$ cat src/rtl/fetch_pkg.sv
// -----------------------------------------------------------------------------
// fetch_pkg
// Shared definitions for the instruction fetch unit: default address and
// instruction widths, the fetch FSM state encoding and the address/instruction
// typedefs at default width.
// No ports.
// -----------------------------------------------------------------------------
package fetch_pkg;

  localparam int ADDR_W_DEF  = 4;
  localparam int INSTR_W_DEF = 17;

  typedef logic [ADDR_W_DEF-1:0]  addr_t;
  typedef logic [INSTR_W_DEF-1:0] instr_t;

  typedef enum logic [1:0] {
    ST_IDLE  = 2'd0,
    ST_FETCH = 2'd1,
    ST_HALT  = 2'd2
  } state_e;

endpackage

$ cat src/rtl/fetch_unit_pc.sv
// -----------------------------------------------------------------------------
// fetch_pc
// Program counter register with increment (wraps modulo 2^ADDR_W) and branch
// target load. Load has priority over increment.
// Build option: FETCH_REL_BRANCH_EN -- when defined, the branch target is
// instr_pc plus the sign-extended branch_target offset; otherwise the branch
// target is taken as an absolute address.
// Ports:
//   clk, nReset          clock, asynchronous active-low reset
//   inc_en               advance PC by one
//   load_en              load PC with the branch target
//   branch_target        absolute target or signed offset
//   instr_pc             address of the instruction currently in decode
//   pc                   current program counter
// -----------------------------------------------------------------------------
module fetch_pc
  import fetch_pkg::*;
#(
  parameter int ADDR_W = ADDR_W_DEF
) (
  input  logic              clk,
  input  logic              nReset,
  input  logic              inc_en,
  input  logic              load_en,
  input  logic [ADDR_W-1:0] branch_target,
  input  logic [ADDR_W-1:0] instr_pc,
  output logic [ADDR_W-1:0] pc
);

  logic [ADDR_W-1:0] pc_q;
  logic [ADDR_W-1:0] pc_d;
  logic [ADDR_W-1:0] target_s;

`ifdef FETCH_REL_BRANCH_EN
  // Relative target: offset and PC share one width, so the modulo-2^ADDR_W
  // sum already equals adding the sign-extended offset.
  always_comb begin
    target_s = instr_pc + branch_target;
  end
`else
  logic unused_instr_pc_s;
  assign unused_instr_pc_s = ^instr_pc;

  // Absolute target: branch_target is the destination address itself.
  always_comb begin
    target_s = branch_target;
  end
`endif

  // Next PC selection: branch load beats sequential increment.
  always_comb begin
    pc_d = pc_q;
    if (load_en) begin
      pc_d = target_s;
    end else if (inc_en) begin
      pc_d = pc_q + {{(ADDR_W-1){1'b0}}, 1'b1};
    end else begin
      pc_d = pc_q;
    end
  end

  // PC register.
  always_ff @(posedge clk or negedge nReset) begin
    if (!nReset) begin
      pc_q <= {ADDR_W{1'b0}};
    end else begin
      pc_q <= pc_d;
    end
  end

  assign pc = pc_q;

endmodule

$ cat src/rtl/fetch_unit.sv
// -----------------------------------------------------------------------------
// fetch_unit
// Single-issue instruction fetch stage. Drives the program memory address from
// the PC, captures the returned instruction into a valid/ready register for
// decode, and handles branch redirects (one-bubble flush) and halt.
// Build option: FETCH_REL_BRANCH_EN selects PC-relative branch targets
// (handled inside fetch_pc); default is absolute targets.
// Ports:
//   clk, nReset                 clock, asynchronous active-low reset
//   address  (out)              program memory address (= PC)
//   I        (in)               instruction read from address
//   instr, instr_pc, instr_valid (out)  registered instruction to decode
//   instr_ready (in)            decode accepts instr this cycle
//   branch_en, branch_target    redirect request and target
//   halt (in) / halted (out)    stop request / FSM is in HALT
// -----------------------------------------------------------------------------
module fetch_unit
  import fetch_pkg::*;
#(
  parameter int ADDR_W  = ADDR_W_DEF,
  parameter int INSTR_W = INSTR_W_DEF
) (
  input  logic               clk,
  input  logic               nReset,
  output logic [ADDR_W-1:0]  address,
  input  logic [INSTR_W-1:0] I,
  output logic [INSTR_W-1:0] instr,
  output logic [ADDR_W-1:0]  instr_pc,
  output logic               instr_valid,
  input  logic               instr_ready,
  input  logic               branch_en,
  input  logic [ADDR_W-1:0]  branch_target,
  input  logic               halt,
  output logic               halted
);

  state_e             state_q, state_d;
  logic [INSTR_W-1:0] instr_q, instr_d;
  logic [ADDR_W-1:0]  instr_pc_q, instr_pc_d;
  logic               instr_valid_q, instr_valid_d;
  logic               halted_q, halted_d;
  logic               pc_inc_s;
  logic               pc_load_s;
  logic [ADDR_W-1:0]  pc_s;

  fetch_pc #(
    .ADDR_W (ADDR_W)
  ) u_pc (
    .clk           (clk),
    .nReset        (nReset),
    .inc_en        (pc_inc_s),
    .load_en       (pc_load_s),
    .branch_target (branch_target),
    .instr_pc      (instr_pc_q),
    .pc            (pc_s)
  );

  // FSM next state and instruction register update.
  always_comb begin
    state_d       = state_q;
    instr_d       = instr_q;
    instr_pc_d    = instr_pc_q;
    instr_valid_d = instr_valid_q;
    pc_inc_s      = 1'b0;
    pc_load_s     = 1'b0;
    case (state_q)
      ST_IDLE: begin
        if (halt) begin
          state_d = ST_HALT;
        end else begin
          state_d = ST_FETCH;
        end
      end
      ST_FETCH: begin
        if (branch_en) begin
          // Redirect wins over fetch and stall; the in-flight instr is dropped.
          pc_load_s     = 1'b1;
          instr_valid_d = 1'b0;
          if (halt) begin
            state_d = ST_HALT;
          end else begin
            state_d = ST_FETCH;
          end
        end else if (halt) begin
          // No new fetch; a held instr drains once decode takes it.
          state_d = ST_HALT;
          if (instr_ready) begin
            instr_valid_d = 1'b0;
          end else begin
            instr_valid_d = instr_valid_q;
          end
        end else if (!instr_valid_q || instr_ready) begin
          instr_d       = I;
          instr_pc_d    = pc_s;
          instr_valid_d = 1'b1;
          pc_inc_s      = 1'b1;
        end else begin
          instr_valid_d = instr_valid_q;
        end
      end
      ST_HALT: begin
        if (branch_en) begin
          pc_load_s     = 1'b1;
          instr_valid_d = 1'b0;
        end else if (instr_ready) begin
          instr_valid_d = 1'b0;
        end else begin
          instr_valid_d = instr_valid_q;
        end
        if (halt) begin
          state_d = ST_HALT;
        end else begin
          state_d = ST_FETCH;
        end
      end
      default: begin
        state_d       = ST_IDLE;
        instr_valid_d = 1'b0;
      end
    endcase
    halted_d = (state_d == ST_HALT);
  end

  // FSM state and decode-facing output registers.
  always_ff @(posedge clk or negedge nReset) begin
    if (!nReset) begin
      state_q       <= ST_IDLE;
      instr_q       <= {INSTR_W{1'b0}};
      instr_pc_q    <= {ADDR_W{1'b0}};
      instr_valid_q <= 1'b0;
      halted_q      <= 1'b0;
    end else begin
      state_q       <= state_d;
      instr_q       <= instr_d;
      instr_pc_q    <= instr_pc_d;
      instr_valid_q <= instr_valid_d;
      halted_q      <= halted_d;
    end
  end

  assign address     = pc_s;
  assign instr       = instr_q;
  assign instr_pc    = instr_pc_q;
  assign instr_valid = instr_valid_q;
  assign halted      = halted_q;

endmodule

$ cat config.mk
export PLATFORM = sky130hd
export DESIGN_NAME = fetch_unit
export DESIGN_NICKNAME = d
export VERILOG_FILES = /design/src/rtl/fetch_pkg.sv /design/src/rtl/fetch_unit_pc.sv /design/src/rtl/fetch_unit.sv
export SDC_FILE = /design/constraint.sdc
export NUM_CORES = 1
export LEC_CHECK = 0
export ABC_AREA = 1
export BUFFER_PORTS_ARGS = -buffer_cell sky130_fd_sc_hd__buf_2
export CELL_PAD_IN_SITES_DETAIL_PLACEMENT = 1
export CELL_PAD_IN_SITES_GLOBAL_PLACEMENT = 1
export CORE_ASPECT_RATIO = 1.4
export CORE_MARGIN = 8
export CORE_UTILIZATION = 38
export CTS_BUF_LIST = sky130_fd_sc_hd__clkbuf_8 sky130_fd_sc_hd__clkbuf_16
export DETAILED_ROUTE_END_ITERATION = 8
export PLACE_DENSITY_LB_ADDON = 0.3
export SYNTH_ARGS = -nofsm -noshare
export SYNTH_HDL_FRONTEND = slang
export SYNTH_SLANG_ARGS = --single-unit
$ cat constraint.sdc
create_clock -name clk -period 1.9 [get_ports clk]
set_input_delay 0.38 -clock clk [delete_from_list [all_inputs] [get_ports clk]]
set_output_delay 0.38 -clock clk [all_outputs]
set_load 0.05 [all_outputs]
==> results of run 1 <==
## state kept, by name, indices dropped and copies added, names as in the netlist
| register | flops |
|---|---|
| halted | 1 |
| instr | 17 |
| instr_valid | 1 |
| state_q | 2 |
| u_pc.pc | 4 |
| instr_pc | 4 |
## final timing paths
check                           slack, ns  cells past startpoint                      end                  from
worst max-delay path                 0.24                      5    instr[12]$_DFFE_PN0P_  state_q[1]$_DFF_PN0_
min in group clk                     0.34                      3     instr[9]$_DFFE_PN0P_                  I[9]
max in group asynchronous            1.36                      1  instr_valid$_DFFE_PN0P_                nReset
worst min-delay path                 0.12                      1     instr[9]$_DFFE_PN0P_                nReset
worst min register to register       0.48                      2     instr[3]$_DFFE_PN0P_  instr[3]$_DFFE_PN0P_
worst max register to register       0.24                      5    instr[12]$_DFFE_PN0P_  state_q[1]$_DFF_PN0_
## per-stage QoR
step | power (mW) | utilization, % | instances | hold slack [ns]
3_3_place_gp | 3.25 | 47.0 | 250 | 0.435
6_report | 3.79 | 49.3 | 258 | 0.121
3_5_place_dp | 3.36 | 47.0 | 250 | 0.436
5_1_grt | 4.05 | 49.3 | 258 | 0.172
2_1_floorplan | 2.80 | - | 160 | 0.0844
4_1_cts | 3.86 | 49.3 | 258 | 0.132
## routing by layer
metal,routed length [µm],track usage (%)
met1,1290,12.5
met2,2190,26.5
met3,316,4.64
met4,57,5.05
met5,0,0
## cells in the final DEF, fill, tap and decap left out, types with 2 or more instances in the layout
cell type   n
clkinv_2    2
nand2_2     2
a21oi_1     3
buf_2      52
o21ai_2    21
dfrtp_1    29
nand3_1     7
ha_1        6
inv_1      29
nand2_1    41
nor2_1      5
clkbuf_8    5
o21ai_0     8
## power groups by stage
| stage | clock, mW | sequential [mW] | combinational (mW) |
|---|---|---|---|
| 3_3_place_gp | 0 | 1.11 | 2.14 |
| 6_report | 0.481 | 1.11 | 2.19 |
| 3_5_place_dp | 0 | 1.13 | 2.23 |
| 2_1_floorplan | 0 | 2.07 | 0.739 |
| 4_1_cts | 0.495 | 1.12 | 2.24 |
| 5_1_grt | 0.521 | 1.16 | 2.37 |
## area by class of cell
class	count	share of cell area, %
clock buffer	5	3.80
multi-input combinational	98	32.1
sequential	29	40.1
timing repair buffer	52	14.4
inverter	29	6.01
tap	42	2.90
clock inverter	3	0.760
## cells by family (layout without fill, tap and decap cells)
logic type,Yosys count,in the layout
buffers and inverters,33,89
AND/OR/NAND/NOR,60,60
flip-flops,29,29
adder cells (fa/ha/maj),6,6
AO/OA/AOI/OAI,32,32
==> metrics.txt, run 1 <==
CTS clk-pin slew, worst paths=0.06 ns; GP Congestion=0.776; power per cell area=2090 nW/µm²; top cell type by total area after synthesis=dfrtp_1; Core ar.=3680 µm²; relative slew slack=57.1%; Post-CTS Setup Repair Bufs=0; Max-cap violations=0; placed cell area=1730 µm²; crit start category=flip-flop; vias in the first global route=1375; TritonCTS clock tree=yes; DRC=0; Mapped Nets=192; Static Leak=1.04 nW; initial antenna violation count=0; share of the yosys chip area belonging to registers=49.7%; Reg power frac=29.4%; flops & latches, synth=29; Mapped Area=1460 µm²; Sw Share=55.0%; proportion of synthesized area in mux cells=0%; Worst path max stage delay=0.45 ns; Post-CTS Resized=0; largest net degree at the start of global routing=43; CTS Buf Count=5; Worst-Skew Late Latency=0.28 ns; HPWL after DPL=3150 µm; ranking of synthesized cells by area=dfrtp_1 50%, o21ai_2 13%, nand2_1 11%; DRT Pass-1 Iters=2; warnings from Yosys=0; Clock Power Share=12.7%; Hold Violations, Final=0; drt total wl=3850 µm; Worst Path Max Fanout=42; IO Port Bufs=52; n_diodes=0; count leader, synth=nand2_1; Tcrit/Tclk final=87.2%; EDFF count, synth=0; Worst Hold Class=input port to asynchronous set/reset pin; crit path max-delay cell type=nand3_4; CTS Hold Buffers Added=0; layout overhead on the synthesized area=24.0%; GRT Util Overall=13.8%; post-synthesis compound-gate area fraction=16.4%; final setup violating endpoints=0; die width=68.4 µm; Crit. End Element=flip-flop; initial core utilization=39.8%; Final #Nets=247; Synth Area in Adders=5.14%; worst setup margin=0.243 ns; worst slew pin tran=0.644 ns; arrival time at the worst endpoint=1.81 ns; syn_area_per_cell=9.13 µm²; pre-CTS setup slack=0.221 ns; Pint=1.70 mW; H-tree levels=2; Gate Count Post-Synth=160; global-route wire length before repair=6270 µm; vias per std cell=4.73; antenna-violating nets left=0; clk_skew=0.00303 ns; largest family of logic cells by synthesized area=simple AND/OR/NAND/NOR gates; Final Max Slew Viols=0; iteration-0 DRC count of the detailed router=36; Cell Rows=26; via count=1221; fmax=604 MHz; TritonCTS Sinks=29; Wirelength per Cell=14.9 µm; crit path buf inv count=1; share of cells above drive strength 1=39.8%; fin area=1810 µm²; Most used DFF post-synth=dfrtp_1; Yosys cell types=17; die area=6110 µm²; I/O pin count=53; net switching power=2.08 mW; Die H=89.4 µm; asr flop ratio synth=100%; outcome=finished clean; Yosys top cell area share=49.7%; area of the multi-input gates=582 µm²; setup TNS after final layout=0 ns; CTS max path bufs=2; simple-gate share of the synthesized area=18.3%; Tmin final=1.66 ns; critical path required time=2.05 ns; Synth top cells by count=41 x nand2_1, 29 x dfrtp_1, 28 x inv_1; critical path class=flip-flop to flip-flop; RSZ-0062 raised after global routing=false; Storage cell area=726 µm²; Worst VDD drop=1130 µV; root buffer cell=clkbuf_8; fillers=456; crit-path cells=inv_1 > ha_1 > nand3_4 > nand2_1 > o21ai_2; total grt overflow=0; CP delay by family, top=simple AND/OR/NAND/NOR gates; xor/xnor cell area share of the yosys netlist=0%; Comb pwr share=57.9%
Power figures use the tool's default switching activity.
==> inputs of run 2 (changes only) <==
- CORE_UTILIZATION: 38 -> 32
- PLACE_DENSITY_LB_ADDON: 0.3 -> 0.15
- clock period: 1.9 -> 1.4 ns (I/O delays scaled with it)
==> metrics.txt, run 2 (synthesis results as in run 1) <==
CTS Hold Buffers Added=0 (unchanged); Core ar.=4460 µm² (+21%); global-route wire length before repair=6130 µm (-2.2%); worst slew pin tran=0.380 ns (-0.263 ns); relative slew slack=74.7% (+18 points); Tmin final=1.31 ns (-0.349 ns); Worst Hold Class=input port to asynchronous set/reset pin; Worst Path Max Fanout=21 (-50%); pre-CTS setup slack=-0.0205 ns (-0.242 ns); final setup violating endpoints=0 (unchanged); GP Congestion=0.763 (-1.7%); Final Non-Filler Cells=281 (+8.9%); largest net degree at the start of global routing=43 (unchanged); most common cell after layout, fill and taps aside=buf_2; Tcrit/Tclk final=93.4% (+6.2 points); vias per std cell=4.40 (-7.1%); RSZ-0062 raised after global routing=false; share of cells above drive strength 1=42.9% (+3.1 points); Final #Nets=251 (+1.6%); GRT Util Overall=11.2% (-2.6 points); Worst-Skew Late Latency=0.27 ns (about the same); outcome=finished clean; initial antenna violation count=0 (unchanged); TritonCTS clock tree=yes; n_diodes=0 (unchanged); total grt overflow=0 (unchanged); root buffer cell=clkbuf_8; total design power=5.29 mW (+40%); die area=7020 µm² (+15%); IO Port Bufs=52 (unchanged); Wirelength per Cell=13.0 µm (-13%); fillers=550 (+21%); setup TNS after final layout=0 ns (unchanged); drt total wl=3650 µm (-5.2%); TritonCTS Sinks=29 (unchanged); vias in the first global route=1360 (-1.1%); arrival time at the worst endpoint=1.51 ns (-0.30 ns); Static Leak=1.07 nW (+3.6%); CTS Buf Count=5 (unchanged); worst setup margin=0.0926 ns (-0.151 ns); initial core utilization=32.7% (-7.0 points); critical path required time=1.60 ns (-0.45 ns); Max-cap violations=0 (unchanged); Crit. End Element=flip-flop; Final Max Slew Viols=0 (unchanged); critical path class=flip-flop to flip-flop; HPWL after DPL=2760 µm (-12%); die width=73.1 µm (+6.9%); Worst VDD drop=1030 µV (-8.6%); fmax=765 MHz (+27%); H-tree levels=2 (unchanged); antenna-violating nets left=0 (unchanged); DRT Pass-1 Iters=2 (unchanged); Largest register FFs=17 (unchanged); layout overhead on the synthesized area=32.0%; CTS clk-pin slew, worst paths=0.06 ns (about the same); CTS max path bufs=2 (unchanged); iteration-0 DRC count of the detailed router=70 (+94%); clk_skew=0.00483 ns (+0.00180 ns); Final Core Density=43.2% (-6.1 points); crit start category=flip-flop; Cell Rows=29 (+12%); via count=1235 (+1.1%); RR Startpoint=state_q[1]$_DFF_PN0_; Worst Setup SP=state_q[1]$_DFF_PN0_; Die H=96.0 µm (+7.4%); DRC=0 (unchanged); most frequent cells in the layout=52 x buf_2, 41 x nand2_1, 29 x dfrtp_1, 28 x inv_1, 21 x o21ai_2; I/O pin count=53 (unchanged); Hold Violations, Final=0 (unchanged); Placed Cells=272 (+8.8%); power per cell area=2740 nW/µm² (+31%)
-- run 2: changes by cell type in the layout (fill, tap and decap cells not counted), moves of 2 or more --
cell,delta
buf_4,+2
clkinv_2,-2
ha_1,-3
ha_2,+2
-- run 2: routing by layer --
layer	track usage (%)	vias to the layer above	part of all wire [%]
met5	0	-	0
met4	5.03	0	1.7
met3	4.17	5	6.9
met2	19.4	34	52
met1	11.8	583	40
li1	-	613	-
-- run 2: layout make-up --
type / instances / area (µm²) / area share, %
Tap cell: 62 / 77.6 / 4.02
Clock inverter: 1 / 3.75 / 0.195
Sequential cell: 29 / 726 / 37.6
Inverter: 29 / 109 / 5.64
Timing Repair Buffer: 56 / 320 / 16.6
Multi-Input combinational cell: 98 / 611 / 31.6
Clock buffer: 6 / 82.6 / 4.28
-- run 2: final timing paths --
| kind | endpoint | slack [ns] | cells past startpoint |
|---|---|---|---|
| worst min-delay path | instr[4]$_DFFE_PN0P_ | 0.01 | 2 |
| worst min register to register | instr[9]$_DFFE_PN0P_ | 0.48 | 2 |
| worst max register to register | instr[12]$_DFFE_PN0P_ | 0.09 | 5 |
| min in group clk | instr[7]$_DFFE_PN0P_ | 0.25 | 3 |
| max in group asynchronous | instr_pc[1]$_DFFE_PN0P_ | 1.11 | 2 |
| worst max-delay path | instr[12]$_DFFE_PN0P_ | 0.09 | 5 |
-- run 2: stage by stage --
stage / instance area [µm²] / hold slack [ns]
floorplan: 1460 / -0.0156
global placement: 1780 / 0.309
detailed placement: 1780 / 0.318
CTS: 1880 / 0.0233
global route: 1930 / 0.0500
finish: 1930 / 0.0121
-- run 2: power by group --
group	switching [mW]	leakage, nW	internal (mW)
Sequential	0.252	0.366	1.24
Clock	0.289	0.0485	0.381
Combinational	2.27	0.660	0.852
Total	2.81	1.07	2.48
-- run 2: what timing repair did --
| action | in CTS | in global routing |
|---|---|---|
| cloned | 0 | 1 |
| setup buffers | 1 | 0 |
| resized for setup | 1 | 6 |
| endpoints found under the setup margin | 3 | 26 |
-- run 2: critical path, stage by stage (launching register included) --
cell       delay, ns
dfrtp_1         0.42
inv_2           0.12
ha_2            0.24
nand3_4         0.11
clkbuf_16       0.22
o21ai_2         0.12
==> inputs of run 3 (changes only) <==
- CELL_PAD_IN_SITES_DETAIL_PLACEMENT: 1 -> 2
- CELL_PAD_IN_SITES_GLOBAL_PLACEMENT: 1 -> 2
- CORE_UTILIZATION: 32 -> 25
- PLACE_DENSITY: not set -> 0.73
- PLACE_DENSITY_LB_ADDON: 0.15 -> not set
==> metrics.txt, run 3 (synthesis results as in run 1) <==
Final Max Slew Viols=0 (unchanged); Final #Nets=255 (+1.6%); Tcrit/Tclk final=96.6% (+3.3 points); HPWL after DPL=3110 µm (+13%); IO Port Bufs=52 (unchanged); TritonCTS Sinks=29 (unchanged); CTS clk-pin slew, worst paths=0.06 ns (about the same); most common cell after layout, fill and taps aside=buf_2; total design power=5.36 mW (+1.4%); initial core utilization=25.5% (-7.3 points); largest net degree at the start of global routing=27 (-37%); clk_skew=0.00593 ns (+0.00110 ns); Worst Path Max Fanout=4 (-81%); CTS Buf Count=5 (unchanged); pre-CTS setup slack=-0.0364 ns (-0.0158 ns); Hold Violations, Final=0 (unchanged); root buffer cell=clkbuf_8; GP Congestion=0.757 (-0.79%); die width=80.6 µm (+10%); TritonCTS clock tree=yes; worst setup margin=0.0469 ns (-0.0457 ns); DRC=0 (unchanged); final setup violating endpoints=0 (unchanged); drt total wl=4000 µm (+9.7%); DRT Pass-1 Iters=3 (+1); H-tree levels=2 (unchanged); initial antenna violation count=0 (unchanged); fmax=739 MHz (-3.4%); Max-cap violations=0 (unchanged); Worst Hold Class=input port to flip-flop; fillers=671 (+22%); GRT Util Overall=9.91% (-1.3 points); Crit. End Element=flip-flop; Die H=106 µm (+11%); vias in the first global route=1370 (+0.74%); placed cell area=1800 µm² (+0.98%); crit start category=flip-flop; layout overhead on the synthesized area=34.0%; Cell Rows=33 (+14%); die area=8580 µm² (+22%); power per cell area=2740 nW/µm² (-0.14%); most frequent cells in the layout=52 x buf_2, 41 x nand2_1, 29 x dfrtp_1, 27 x inv_1, 21 x o21ai_2; RSZ-0062 raised after global routing=true; worst slew pin tran=0.313 ns (-0.0672 ns); fin area=1960 µm² (+1.5%); Worst VDD drop=772 µV (-25%); Worst-Skew Late Latency=0.27 ns (about the same); Core ar.=5740 µm² (+29%); I/O pin count=53 (unchanged); Wirelength per Cell=13.7 µm (+5.2%); total grt overflow=0 (unchanged); Largest register FFs=17 (unchanged); global-route wire length before repair=6690 µm (+9.2%); critical path required time=1.56 ns (-0.04 ns); n_diodes=0 (unchanged); CTS max path bufs=2 (unchanged); Tmin final=1.35 ns (+0.0457 ns); outcome=finished clean; vias per std cell=4.24 (-3.6%); via count=1241 (+0.49%); relative slew slack=79.1% (+4.5 points); critical path class=flip-flop to flip-flop; iteration-0 DRC count of the detailed router=26 (-63%); share of cells above drive strength 1=43.9% (+1.0 points); antenna-violating nets left=0 (unchanged); arrival time at the worst endpoint=1.51 ns (about the same); Static Leak=1.09 nW (+1.1%)
==> run 3: cell type report <==
cell class	count	area [µm²]	area share (%)
clock buffers	6	82.6	4.22
clock inverters	1	3.75	0.192
inverters	29	109	5.56
multi-input cells	98	611	31.2
flip-flops and latches	29	726	37.1
well taps	70	87.6	4.47
repair buffers	60	339	17.3
==> run 3: repair_timing <==
action | in CTS | in global routing
resized for setup | 1 | 7
setup buffers | 1 | 3
hold buffers | 1 | 0
gates cloned | 0 | 0
endpoints found under the hold margin | 13 | 0
setup endpoints to repair | 4 | 23
pin swaps | 0 | 1
==> run 3: per-layer routing <==
layer  vias to the layer above  routed length [µm]  global-route usage [%]
met5                         -                   0                       0
met4                         0                  66                    3.92
met3                         5                 238                    3.04
met2                        30                2130                    17.3
met1                       589                1560                    10.7
li1                        617                   -                       -
==> run 3: report_power, final <==
part | internal, mW | switching [mW] | total (mW)
combinational | 0.891 | 2.30 | 3.19
sequential | 1.24 | 0.252 | 1.49
clock | 0.382 | 0.298 | 0.679
total | 2.52 | 2.84 | 5.36
==> run 3: metrics by stage <==
step	hold WS (ns)	setup TNS, ns	utilization [%]	instances
after detailed placement	0.197	-0.0514	31.3	281
after CTS	0.238	0	33.2	290
final	0.245	0	34.1	293
after floorplan	-0.0156	0	-	160
after global placement	0.193	0	31.3	281
after global routing	0.240	-0.00557	34.1	293
==> run 3: worst paths after layout <==
path / startpoint / slack (ns) / depth (start not counted) / to
max reg2reg: state_q[1]$_DFF_PN0_ / 0.05 / 5 / halted$_DFF_PN0_
max: state_q[1]$_DFF_PN0_ / 0.05 / 5 / halted$_DFF_PN0_
min in group asynchronous: nReset / 0.44 / 2 / instr[10]$_DFFE_PN0P_
min: I[13] / 0.24 / 3 / instr[13]$_DFFE_PN0P_
min reg2reg: instr[2]$_DFFE_PN0P_ / 0.48 / 2 / instr[2]$_DFFE_PN0P_
max in group asynchronous: nReset / 0.42 / 3 / u_pc.pc[0]$_DFFE_PN0P_
==> run 3: worst max-delay path: stages, from the launching register on <==
cell and delay (ns):
dfrtp_1 0.41, buf_4 0.15, ha_1 0.18, or2_2 0.30, a21oi_2 0.13, nor2_1 0.07
